===== config.mk =====
export PLATFORM = sky130hd
export DESIGN_NAME = mixer_frame_scheduler_flat
export DESIGN_NICKNAME = d
export VERILOG_FILES = /design/src/rtl/mixer_frame_scheduler_pkg.sv /design/src/rtl/mixer_frame_scheduler_if.sv /design/src/rtl/mixer_frame_scheduler_mult_pipe.sv /design/src/rtl/mixer_frame_scheduler.sv /design/src/flat_wrapper.sv
export SDC_FILE = /design/constraint.sdc
export NUM_CORES = 1
export LEC_CHECK = 0
export BUFFER_PORTS_ARGS = -buffer_cell sky130_fd_sc_hd__buf_4
export CORE_MARGIN = 2
export CORE_UTILIZATION = 60
export DETAILED_ROUTE_END_ITERATION = 10
export PLACE_DENSITY_LB_ADDON = 0.1
export REMOVE_ABC_BUFFERS = 1
export SLEW_MARGIN = 20
export SYNTH_ARGS = -nofsm -noshare
export SYNTH_HDL_FRONTEND = slang
export SYNTH_HIERARCHICAL = 1
export SYNTH_SLANG_ARGS = --single-unit

===== constraint.sdc =====
create_clock -name mclk -period 9.6 [get_ports mclk]
set_input_delay 0.96 -clock mclk [delete_from_list [all_inputs] [get_ports mclk]]
set_output_delay 0.96 -clock mclk [all_outputs]
set_load 0.005 [all_outputs]

===== src/rtl/mixer_frame_scheduler_pkg.sv =====
// Shared types, widths and result scaling for the mixer frame scheduler.
// Optional feature macro: MIXER_SCHED_SAT_EN (saturate instead of wrap).
package mixer_sched_pkg;

    localparam int unsigned DATA_WIDTH   = 24;
    localparam int unsigned DOUT_W       = 16;
    localparam int unsigned MULT_W       = DOUT_W + DATA_WIDTH;
    localparam int unsigned MULT_LAT_DEF = 2;
    localparam int unsigned OVR_CNT_W    = 8;

    typedef enum logic [2:0] {
        IDLE,
        ISSUE_L,
        ISSUE_R,
        DRAIN,
        OUT
    } state_t;

    typedef logic signed [DATA_WIDTH-1:0] sample_t;
    typedef logic signed [DOUT_W-1:0]     osc_t;
    typedef logic signed [MULT_W-1:0]     prod_t;

    localparam sample_t SAMPLE_MAX = {1'b0, {(DATA_WIDTH-1){1'b1}}};
    localparam sample_t SAMPLE_MIN = {1'b1, {(DATA_WIDTH-1){1'b0}}};

    // Rescale a Q1.15 x sample product back to sample width (floor shift).
    function automatic sample_t sat_trunc(input prod_t p);
        prod_t s;
        s = p >>> (DOUT_W - 1);
`ifdef MIXER_SCHED_SAT_EN
        if (s > prod_t'(SAMPLE_MAX)) begin
            return SAMPLE_MAX;
        end
        if (s < prod_t'(SAMPLE_MIN)) begin
            return SAMPLE_MIN;
        end
        return s[DATA_WIDTH-1:0];
`else
        return s[DATA_WIDTH-1:0];
`endif
    endfunction

endpackage


===== src/rtl/mixer_frame_scheduler_if.sv =====
// Handshake/data bundle between upstream, the scheduler and downstream.
interface mixer_frame_scheduler_if;
    import mixer_sched_pkg::*;

    logic                 i_frame_tick;
    logic                 i_valid;
    logic                 o_ready;
    sample_t              i_signal_left;
    sample_t              i_signal_right;
    osc_t                 i_osc;
    logic                 o_osc_en;
    sample_t              o_converted_left;
    sample_t              o_converted_right;
    logic                 o_valid;
    logic                 i_ready;
    logic [OVR_CNT_W-1:0] o_overrun_cnt;

    modport master (
        output i_frame_tick, i_valid, i_signal_left, i_signal_right, i_osc, i_ready,
        input  o_ready, o_osc_en, o_converted_left, o_converted_right, o_valid, o_overrun_cnt
    );

    modport slave (
        input  i_frame_tick, i_valid, i_signal_left, i_signal_right, i_osc, i_ready,
        output o_ready, o_osc_en, o_converted_left, o_converted_right, o_valid, o_overrun_cnt
    );

endinterface


===== src/rtl/mixer_frame_scheduler_mult_pipe.sv =====
// Shared signed multiplier, MULT_LAT register stages, channel tag alongside.
module mixer_mult_pipe
    import mixer_sched_pkg::*;
#(
    parameter int unsigned MULT_LAT = MULT_LAT_DEF
) (
    input  logic    clk,
    input  logic    rst_n,
    input  logic    in_valid,
    input  logic    in_tag,
    input  osc_t    in_a,
    input  sample_t in_b,
    output logic    out_valid,
    output logic    out_tag,
    output prod_t   out_p
);

    prod_t p_q [MULT_LAT];
    prod_t p_d [MULT_LAT];
    logic  v_q [MULT_LAT];
    logic  v_d [MULT_LAT];
    logic  t_q [MULT_LAT];
    logic  t_d [MULT_LAT];

    // Stage 0 takes the fresh product; later stages shift the previous one.
    always_comb begin
        p_d[0] = prod_t'(in_a) * prod_t'(in_b);
        v_d[0] = in_valid;
        t_d[0] = in_tag;
        for (int unsigned i = 1; i < MULT_LAT; i++) begin
            p_d[i] = p_q[i-1];
            v_d[i] = v_q[i-1];
            t_d[i] = t_q[i-1];
        end
    end

    // Pipeline registers, cleared on reset so no stale product survives.
    always_ff @(posedge clk or negedge rst_n) begin
        if (!rst_n) begin
            for (int unsigned i = 0; i < MULT_LAT; i++) begin
                p_q[i] <= '0;
                v_q[i] <= 1'b0;
                t_q[i] <= 1'b0;
            end
        end else begin
            for (int unsigned i = 0; i < MULT_LAT; i++) begin
                p_q[i] <= p_d[i];
                v_q[i] <= v_d[i];
                t_q[i] <= t_d[i];
            end
        end
    end

    assign out_valid = v_q[MULT_LAT-1];
    assign out_tag   = t_q[MULT_LAT-1];
    assign out_p     = p_q[MULT_LAT-1];

endmodule


===== src/rtl/mixer_frame_scheduler.sv =====
// Per-frame mixing scheduler: one shared multiplier, left then right.
// Optional feature macro: MIXER_SCHED_SAT_EN (see package).
module mixer_frame_scheduler
    import mixer_sched_pkg::*;
#(
    parameter int unsigned MULT_LAT = MULT_LAT_DEF
) (
    input  logic                    mclk,
    input  logic                    reset,
    mixer_frame_scheduler_if.slave  bus
);

    localparam int unsigned CNT_W = $clog2(MULT_LAT + 1);

    state_t               state_q, state_d;
    logic [CNT_W-1:0]     cnt_q, cnt_d;
    sample_t              left_q, left_d, right_q, right_d;
    osc_t                 osc_q, osc_d;
    sample_t              hold_l_q, hold_l_d;
    sample_t              out_l_q, out_l_d, out_r_q, out_r_d;
    logic                 valid_q, valid_d;
    logic                 osc_en_q, osc_en_d;
    logic [OVR_CNT_W-1:0] ovr_q, ovr_d;

    logic    ready, accept, overrun;
    logic    m_valid, m_tag, p_valid, p_tag;
    sample_t m_b;
    prod_t   p_out;

    mixer_mult_pipe #(.MULT_LAT(MULT_LAT)) u_mult (
        .clk       (mclk),
        .rst_n     (reset),
        .in_valid  (m_valid),
        .in_tag    (m_tag),
        .in_a      (osc_q),
        .in_b      (m_b),
        .out_valid (p_valid),
        .out_tag   (p_tag),
        .out_p     (p_out)
    );

    // Handshake, capture, overrun accounting and frame sequencing.
    always_comb begin
        ready    = (state_q == IDLE) && !valid_q;
        accept   = bus.i_frame_tick && bus.i_valid && ready;
        overrun  = bus.i_frame_tick && bus.i_valid && !ready;
        state_d  = state_q;
        cnt_d    = cnt_q;
        left_d   = left_q;
        right_d  = right_q;
        osc_d    = osc_q;
        hold_l_d = hold_l_q;
        out_l_d  = out_l_q;
        out_r_d  = out_r_q;
        valid_d  = valid_q;
        osc_en_d = bus.i_frame_tick;
        ovr_d    = ovr_q;
        m_valid  = 1'b0;
        m_tag    = 1'b0;
        m_b      = left_q;

        if (accept) begin
            left_d  = bus.i_signal_left;
            right_d = bus.i_signal_right;
            osc_d   = bus.i_osc;
        end
        if (overrun && (ovr_q != '1)) begin
            ovr_d = ovr_q + OVR_CNT_W'(1);
        end
        if (p_valid && !p_tag) begin
            hold_l_d = sat_trunc(p_out);
        end

        case (state_q)
            IDLE: begin
                if (accept) begin
                    state_d = ISSUE_L;
                end
            end
            ISSUE_L: begin
                m_valid = 1'b1;
                state_d = ISSUE_R;
            end
            ISSUE_R: begin
                m_valid = 1'b1;
                m_tag   = 1'b1;
                m_b     = right_q;
                cnt_d   = '0;
                state_d = DRAIN;
            end
            DRAIN: begin
                // Right product leaves the pipe in the final drain cycle, so it
                // is taken straight from the pipe while left comes from its hold.
                if (cnt_q == CNT_W'(MULT_LAT - 1)) begin
                    out_l_d = hold_l_q;
                    out_r_d = sat_trunc(p_out);
                    valid_d = 1'b1;
                    state_d = OUT;
                end else begin
                    cnt_d = cnt_q + CNT_W'(1);
                end
            end
            OUT: begin
                if (bus.i_ready) begin
                    valid_d = 1'b0;
                    state_d = IDLE;
                end
            end
            default: state_d = IDLE;
        endcase
    end

    // State and datapath registers.
    always_ff @(posedge mclk or negedge reset) begin
        if (!reset) begin
            state_q  <= IDLE;
            cnt_q    <= '0;
            left_q   <= '0;
            right_q  <= '0;
            osc_q    <= '0;
            hold_l_q <= '0;
            out_l_q  <= '0;
            out_r_q  <= '0;
            valid_q  <= 1'b0;
            osc_en_q <= 1'b0;
            ovr_q    <= '0;
        end else begin
            state_q  <= state_d;
            cnt_q    <= cnt_d;
            left_q   <= left_d;
            right_q  <= right_d;
            osc_q    <= osc_d;
            hold_l_q <= hold_l_d;
            out_l_q  <= out_l_d;
            out_r_q  <= out_r_d;
            valid_q  <= valid_d;
            osc_en_q <= osc_en_d;
            ovr_q    <= ovr_d;
        end
    end

    assign bus.o_ready           = ready;
    assign bus.o_valid           = valid_q;
    assign bus.o_osc_en          = osc_en_q;
    assign bus.o_converted_left  = out_l_q;
    assign bus.o_converted_right = out_r_q;
    assign bus.o_overrun_cnt     = ovr_q;

endmodule


===== src/flat_wrapper.sv =====
// flat-port wrapper written by rule: the top's interface ports become plain ports
module mixer_frame_scheduler_flat import mixer_sched_pkg::*;
#(
    parameter int unsigned MULT_LAT = MULT_LAT_DEF
)
  (mclk, reset, bus_i_frame_tick, bus_i_valid, bus_i_signal_left, bus_i_signal_right, bus_i_osc, bus_i_ready, bus_o_ready, bus_o_osc_en, bus_o_converted_left, bus_o_converted_right, bus_o_valid, bus_o_overrun_cnt);
  mixer_frame_scheduler_if bus_i ();
  input  logic mclk;
  input  logic reset;
  input wire logic [$bits(bus_i.i_frame_tick)-1:0] bus_i_frame_tick;
  input wire logic [$bits(bus_i.i_valid)-1:0] bus_i_valid;
  input wire logic [$bits(bus_i.i_signal_left)-1:0] bus_i_signal_left;
  input wire logic [$bits(bus_i.i_signal_right)-1:0] bus_i_signal_right;
  input wire logic [$bits(bus_i.i_osc)-1:0] bus_i_osc;
  input wire logic [$bits(bus_i.i_ready)-1:0] bus_i_ready;
  output wire logic [$bits(bus_i.o_ready)-1:0] bus_o_ready;
  output wire logic [$bits(bus_i.o_osc_en)-1:0] bus_o_osc_en;
  output wire logic [$bits(bus_i.o_converted_left)-1:0] bus_o_converted_left;
  output wire logic [$bits(bus_i.o_converted_right)-1:0] bus_o_converted_right;
  output wire logic [$bits(bus_i.o_valid)-1:0] bus_o_valid;
  output wire logic [$bits(bus_i.o_overrun_cnt)-1:0] bus_o_overrun_cnt;
  assign bus_i.i_frame_tick = bus_i_frame_tick;
  assign bus_i.i_valid = bus_i_valid;
  assign bus_i.i_signal_left = bus_i_signal_left;
  assign bus_i.i_signal_right = bus_i_signal_right;
  assign bus_i.i_osc = bus_i_osc;
  assign bus_i.i_ready = bus_i_ready;
  assign bus_o_ready = bus_i.o_ready;
  assign bus_o_osc_en = bus_i.o_osc_en;
  assign bus_o_converted_left = bus_i.o_converted_left;
  assign bus_o_converted_right = bus_i.o_converted_right;
  assign bus_o_valid = bus_i.o_valid;
  assign bus_o_overrun_cnt = bus_i.o_overrun_cnt;
  mixer_frame_scheduler #(.MULT_LAT(MULT_LAT)) u_core (.mclk(mclk), .reset(reset), .bus(bus_i));
endmodule

Yosys cells after proc, flatten, opt, wreduce, memory -nomap -nowiden

Cells that the tools add are included.

$add $sub $neg: 2
Multiply operators: 1
Eq/ne operators: 10
Mux-type cells: 12
Reduce and logical (&&, ||, !) cells: 17

Operators by type and width:

| kind                | number |
|---|---|
| $mul 16x24->39      | 1 |
| $mux 24             | 1 |
| $pmux 3 s5          | 1 |
| $mux 3              | 3 |
| $add 8x1->8 const B | 1 |
| $ne 8x8->1 const B  | 1 |
| $eq 3x2->1 const B  | 2 |
| $logic_and 1x1->1   | 6 |
| $reduce_and 3->1    | 2 |
| $mux 1              | 4 |
| $ne 2x1->1 const B  | 2 |
| $ne 2x2->1 const B  | 2 |
| $pmux 2 s2          | 1 |
| $reduce_and 2->1    | 2 |
| $reduce_bool 2->1   | 2 |
| $eq 3x1->1 const B  | 1 |
| $eq 3x3->1 const B  | 1 |
| $logic_not 1->1     | 3 |
| $logic_not 3->1     | 1 |
| $add 2x1->2 const B | 1 |
| $eq 2x1->1 const B  | 1 |
| $mux 2              | 1 |
| $pmux 1 s2          | 1 |
| $reduce_or 2->1     | 1 |

Bits in registers: 233
Input port bits: 69
Output and inout port bits: 59
Word-level logic and storage cells: 59

Depth between registers and ports, before layout

Word-level depth: 5
Depth in mapped cells: 29
Depth with buffers taken out: 26

By module

The synthesis kept the hierarchy.

Modules (own cells, without submodules):

| module                | times used | cells each | area each (sq um) | sequential area each (sq um) |
|---|---|---|---|---|
| mixer_mult_pipe       | 1          | 1613       | 15748.9           | 2102.0 |
| mixer_frame_scheduler | 1          | 383        | 6326.1            | 3778.6 |

Least setup slack after synthesis

No wires, ideal clock.

Path type: register to register
Start point: register u_core.state_q[2]
End point: register, netlist name u_core/u_mult/p_d[39]
Setup time: 80 ps
Data arrival time: 6939 ps
Required time: 9520 ps
Setup slack: 2581 ps
Stages on the path, launching flop included: 28
Buffers on the path: 3
Period minus slack after synthesis: 7019 ps
Cells stage by stage: dfrtp_1 buf_6 nor3b_2 buf_2 mux2_2 clkbuf_1 nand2_1 fa_1 inv_1 fa_1 inv_1 fa_1 inv_1 fa_1 fa_1 inv_1 fa_1 inv_1 ha_1 a21oi_1 o21ai_0 a31oi_2 o211ai_1 o311a_1 a31oi_1 o21ai_1 a21oi_1 xnor2_1

RTL lines:

| element                  | line                         | text |
|---|---|---|
| start: declaration       | mixer_frame_scheduler.sv:15  | `state_t state_q, state_d;` |
| start signal: assignment | mixer_frame_scheduler.sv:128 | `state_q <= state_d;` |

==> flow_metrics.tcl <==
set metrics [dict create \
    status "finished, final reports clean" \
    irDropWorstVdd_mv 0.227 \
    final_nets 2560 \
    cp_slowest_cell "fa_1" \
    vias_per_cell 5.38 \
    syn_area_per_cell_um2 10.9 \
    startpoint_type "flop" \
    post_cts_buffers 0 \
    finalHoldViolCount 0 \
    area_growth_pct 9.52 \
    grt-ovfl-total 0 \
    syn_area_um2 21000 \
    core_um2 34500 \
    rsz0062_at_grt "false" \
    mostFrequentLayoutCells "439 x inv_1, 374 x fa_1, 228 x nand2_1" \
    setup-violations-final 0 \
    wl_per_cell_um 18.9 \
    clockBufferDepth 3 \
    io_buffers 127 \
    dieArea_um2 36500 \
    max_stage_delay_ns 0.73 \
    gpl.final_weighted_congestion 0.883 \
    reg2reg_to "u_core/u_mult/p_d[38]$_DFF_PN0_" \
    tightest_slew_ns 0.993 \
    drive_above_1_share_pct 17.3 \
    die_h_um 191 \
    postLayoutCoreUtil_pct 66.7 \
    hold_buffers 0 \
    fin_crit_ns 7.92 \
    cts_root_buf "clkbuf_16" \
    crit_path_end_kind "flop" \
    post-route-period-util_pct 82.5 \
    drv_slew 0 \
    htreeDepth 1 \
    ff2ff_setup_slack_ns 1.68 \
    cp_max_fo 25 \
    worstSkewPairLatency_ns 0.53 \
    fin_tns_setup_ns 0 \
    fin_skew_ns 0.0112 \
    power_mw 6.36 \
    place_hpwl_mm 35.4 \
    drt_iter0_drc 609 \
    wirelength_mm 47.0 \
    dpl_cell_area_um2 22200 \
    drc 0 \
    seq_area_um2 5080 \
    multi_input_area_um2 13900 \
    place_ws_ns 1.79 \
    start_util_pct 60.9 \
    drt_pass1_iterations 5 \
    ant_nets 0 \
    cts_tree "yes" \
    syn_inst 1925 \
    maxCapViolations 0 \
    cts_made_buffers 23 \
    ctsResizeCount 0 \
    max_freq_mhz 126 \
    diodes 0 \
    fin_area_um2 23000 \
    grt_start_max_net_pins 125 \
    required_ns 10.04 \
    min_to "u_core/u_mult/out_p[37]$_DFF_PN0_" \
    die-width_um 191 \
    clk_pin_slew_ns 0.06 \
    worstHoldStart "u_core/u_mult/p_d[37]$_DFF_PN0_" \
    p_per_area_nw_per_um2 277 \
    num-fill-cells 2708 \
    grt_pass1_wl_mm 76.1 \
    slew_headroom_pct 33.8 \
    final_common_cell "inv_1" \
    r2r_cells 24 \
    via_count 13400 \
    ios 128 \
    yosysWarningCount 6 \
    worstPathCellList "nor3b_4, buf_4, mux2_2, nand2_1, inv_1, fa_1, inv_1, fa_1, inv_1, fa_1, fa_1, fa_1, inv_1, fa_1, inv_1, ha_1, nand3_1, nor3_1, nand3_1, and3_1, nand3b_1, a22oi_1, a21oi_1, xor2_1" \
    clock-sinks 203 \
    critical_path_class "flop to flop" \
    finalWorstSetupSlack_ns 1.68 \
    grt_pass1_vias 14400 \
    rows 68 \
    arrival_ns 8.36 \
    antenna_found_initial 1 \
    hold_class "flop to flop" \
    rr_startpoint "u_core/state_q[1]$_DFFE_PN0P_" \
    p_leak_nw 11.8 \
    hold_depth 0 \
    cpMostUsedCell "fa_1" \
    grt_usage_pct 27.1 \
]
## routing by layer
metal / part of all wire [%] / vias up / track usage [%] / wire length [um]
met5: 0 / - / 0 / 0
met4: 2.4 / 0 / 6.92 / 1120
met3: 6.6 / 87 / 4.24 / 3090
met2: 46 / 433 / 43.0 / 21800
met1: 45 / 6939 / 39.4 / 21000
li1: - / 5916 / - / -
## where the power goes
group | leakage, nW | internal [mW] | switching, mW | total (mW)
Combinational | 8.95 | 1.79 | 2.29 | 4.08
Clock | 0.366 | 0.501 | 0.351 | 0.852
Sequential | 2.54 | 1.21 | 0.208 | 1.42
Total | 11.8 | 3.51 | 2.85 | 6.36
## worst max path at each step
stage                                                  to                          start  slack, ns  depth (start not counted)
after floorplan           u_core/u_mult/p_d[37]$_DFF_PN0_  u_core/state_q[1]$_DFFE_PN0P_       2.14                         25
after global placement    u_core/u_mult/p_d[38]$_DFF_PN0_  u_core/state_q[1]$_DFFE_PN0P_       1.90                         24
after detailed placement  u_core/u_mult/p_d[38]$_DFF_PN0_  u_core/state_q[1]$_DFFE_PN0P_       1.79                         24
after CTS                 u_core/u_mult/p_d[38]$_DFF_PN0_  u_core/state_q[1]$_DFFE_PN0P_       1.77                         24
after global routing      u_core/u_mult/p_d[38]$_DFF_PN0_  u_core/state_q[1]$_DFFE_PN0P_       1.34                         24
final                     u_core/u_mult/p_d[38]$_DFF_PN0_  u_core/state_q[1]$_DFFE_PN0P_       1.68                         24
## stage by stage
stage                     cells  hold slack, ns
final                      2486           0.338
after global routing       2486           0.340
after CTS                  2486           0.340
after detailed placement   2447           0.335
after global placement     2447           0.333
after floorplan            1848           0.331
## final cells by class
| type | instances | share of cell area, % |
|---|---|---|
| Inverter | 439 | 7.17 |
| Clock buffer | 30 | 2.79 |
| Sequential cell | 203 | 22.1 |
| Multi-Input combinational cell | 1206 | 60.3 |
| Clock inverter | 9 | 0.425 |
| Timing Repair Buffer | 144 | 4.73 |
| Tap cell | 455 | 2.48 |
## sequential cells by signal, indices dropped and copies added, names as in the netlist
| name | flops |
|---|---|
| u_core/bus.o_converted_left | 24 |
| u_core/bus.o_converted_right | 24 |
| u_core/bus.o_osc_en | 1 |
| u_core/bus.o_overrun_cnt | 8 |
| u_core/bus.o_valid | 1 |
| u_core/cnt_q | 2 |
| u_core/hold_l_q | 24 |
| u_core/left_q | 24 |
| u_core/osc_q | 16 |
| u_core/right_q | 24 |
| u_core/state_q | 3 |
| u_core/u_mult/out_p | 24 |
| u_core/u_mult/out_tag | 1 |
| u_core/u_mult/out_valid | 1 |
| u_core/u_mult/p_d | 24 |
| u_core/u_mult/t_d | 1 |
| u_core/u_mult/v_d | 1 |
## critical path, delay by kind of cell (launching register included)
| family | cells | cell delay [ns] |
|---|---|---|
| adders and majority gates | 7 | 3.61 |
| and+or+nand+nor | 7 | 1.87 |
| buffers and inverters | 6 | 0.79 |
| muxes | 1 | 0.54 |
| DFF | 1 | 0.52 |
| AOI/OAI and AO/OA | 2 | 0.33 |
| xor gates and xnor gates | 1 | 0.17 |
No activity file was read; power rests on OpenSTA's default activity.
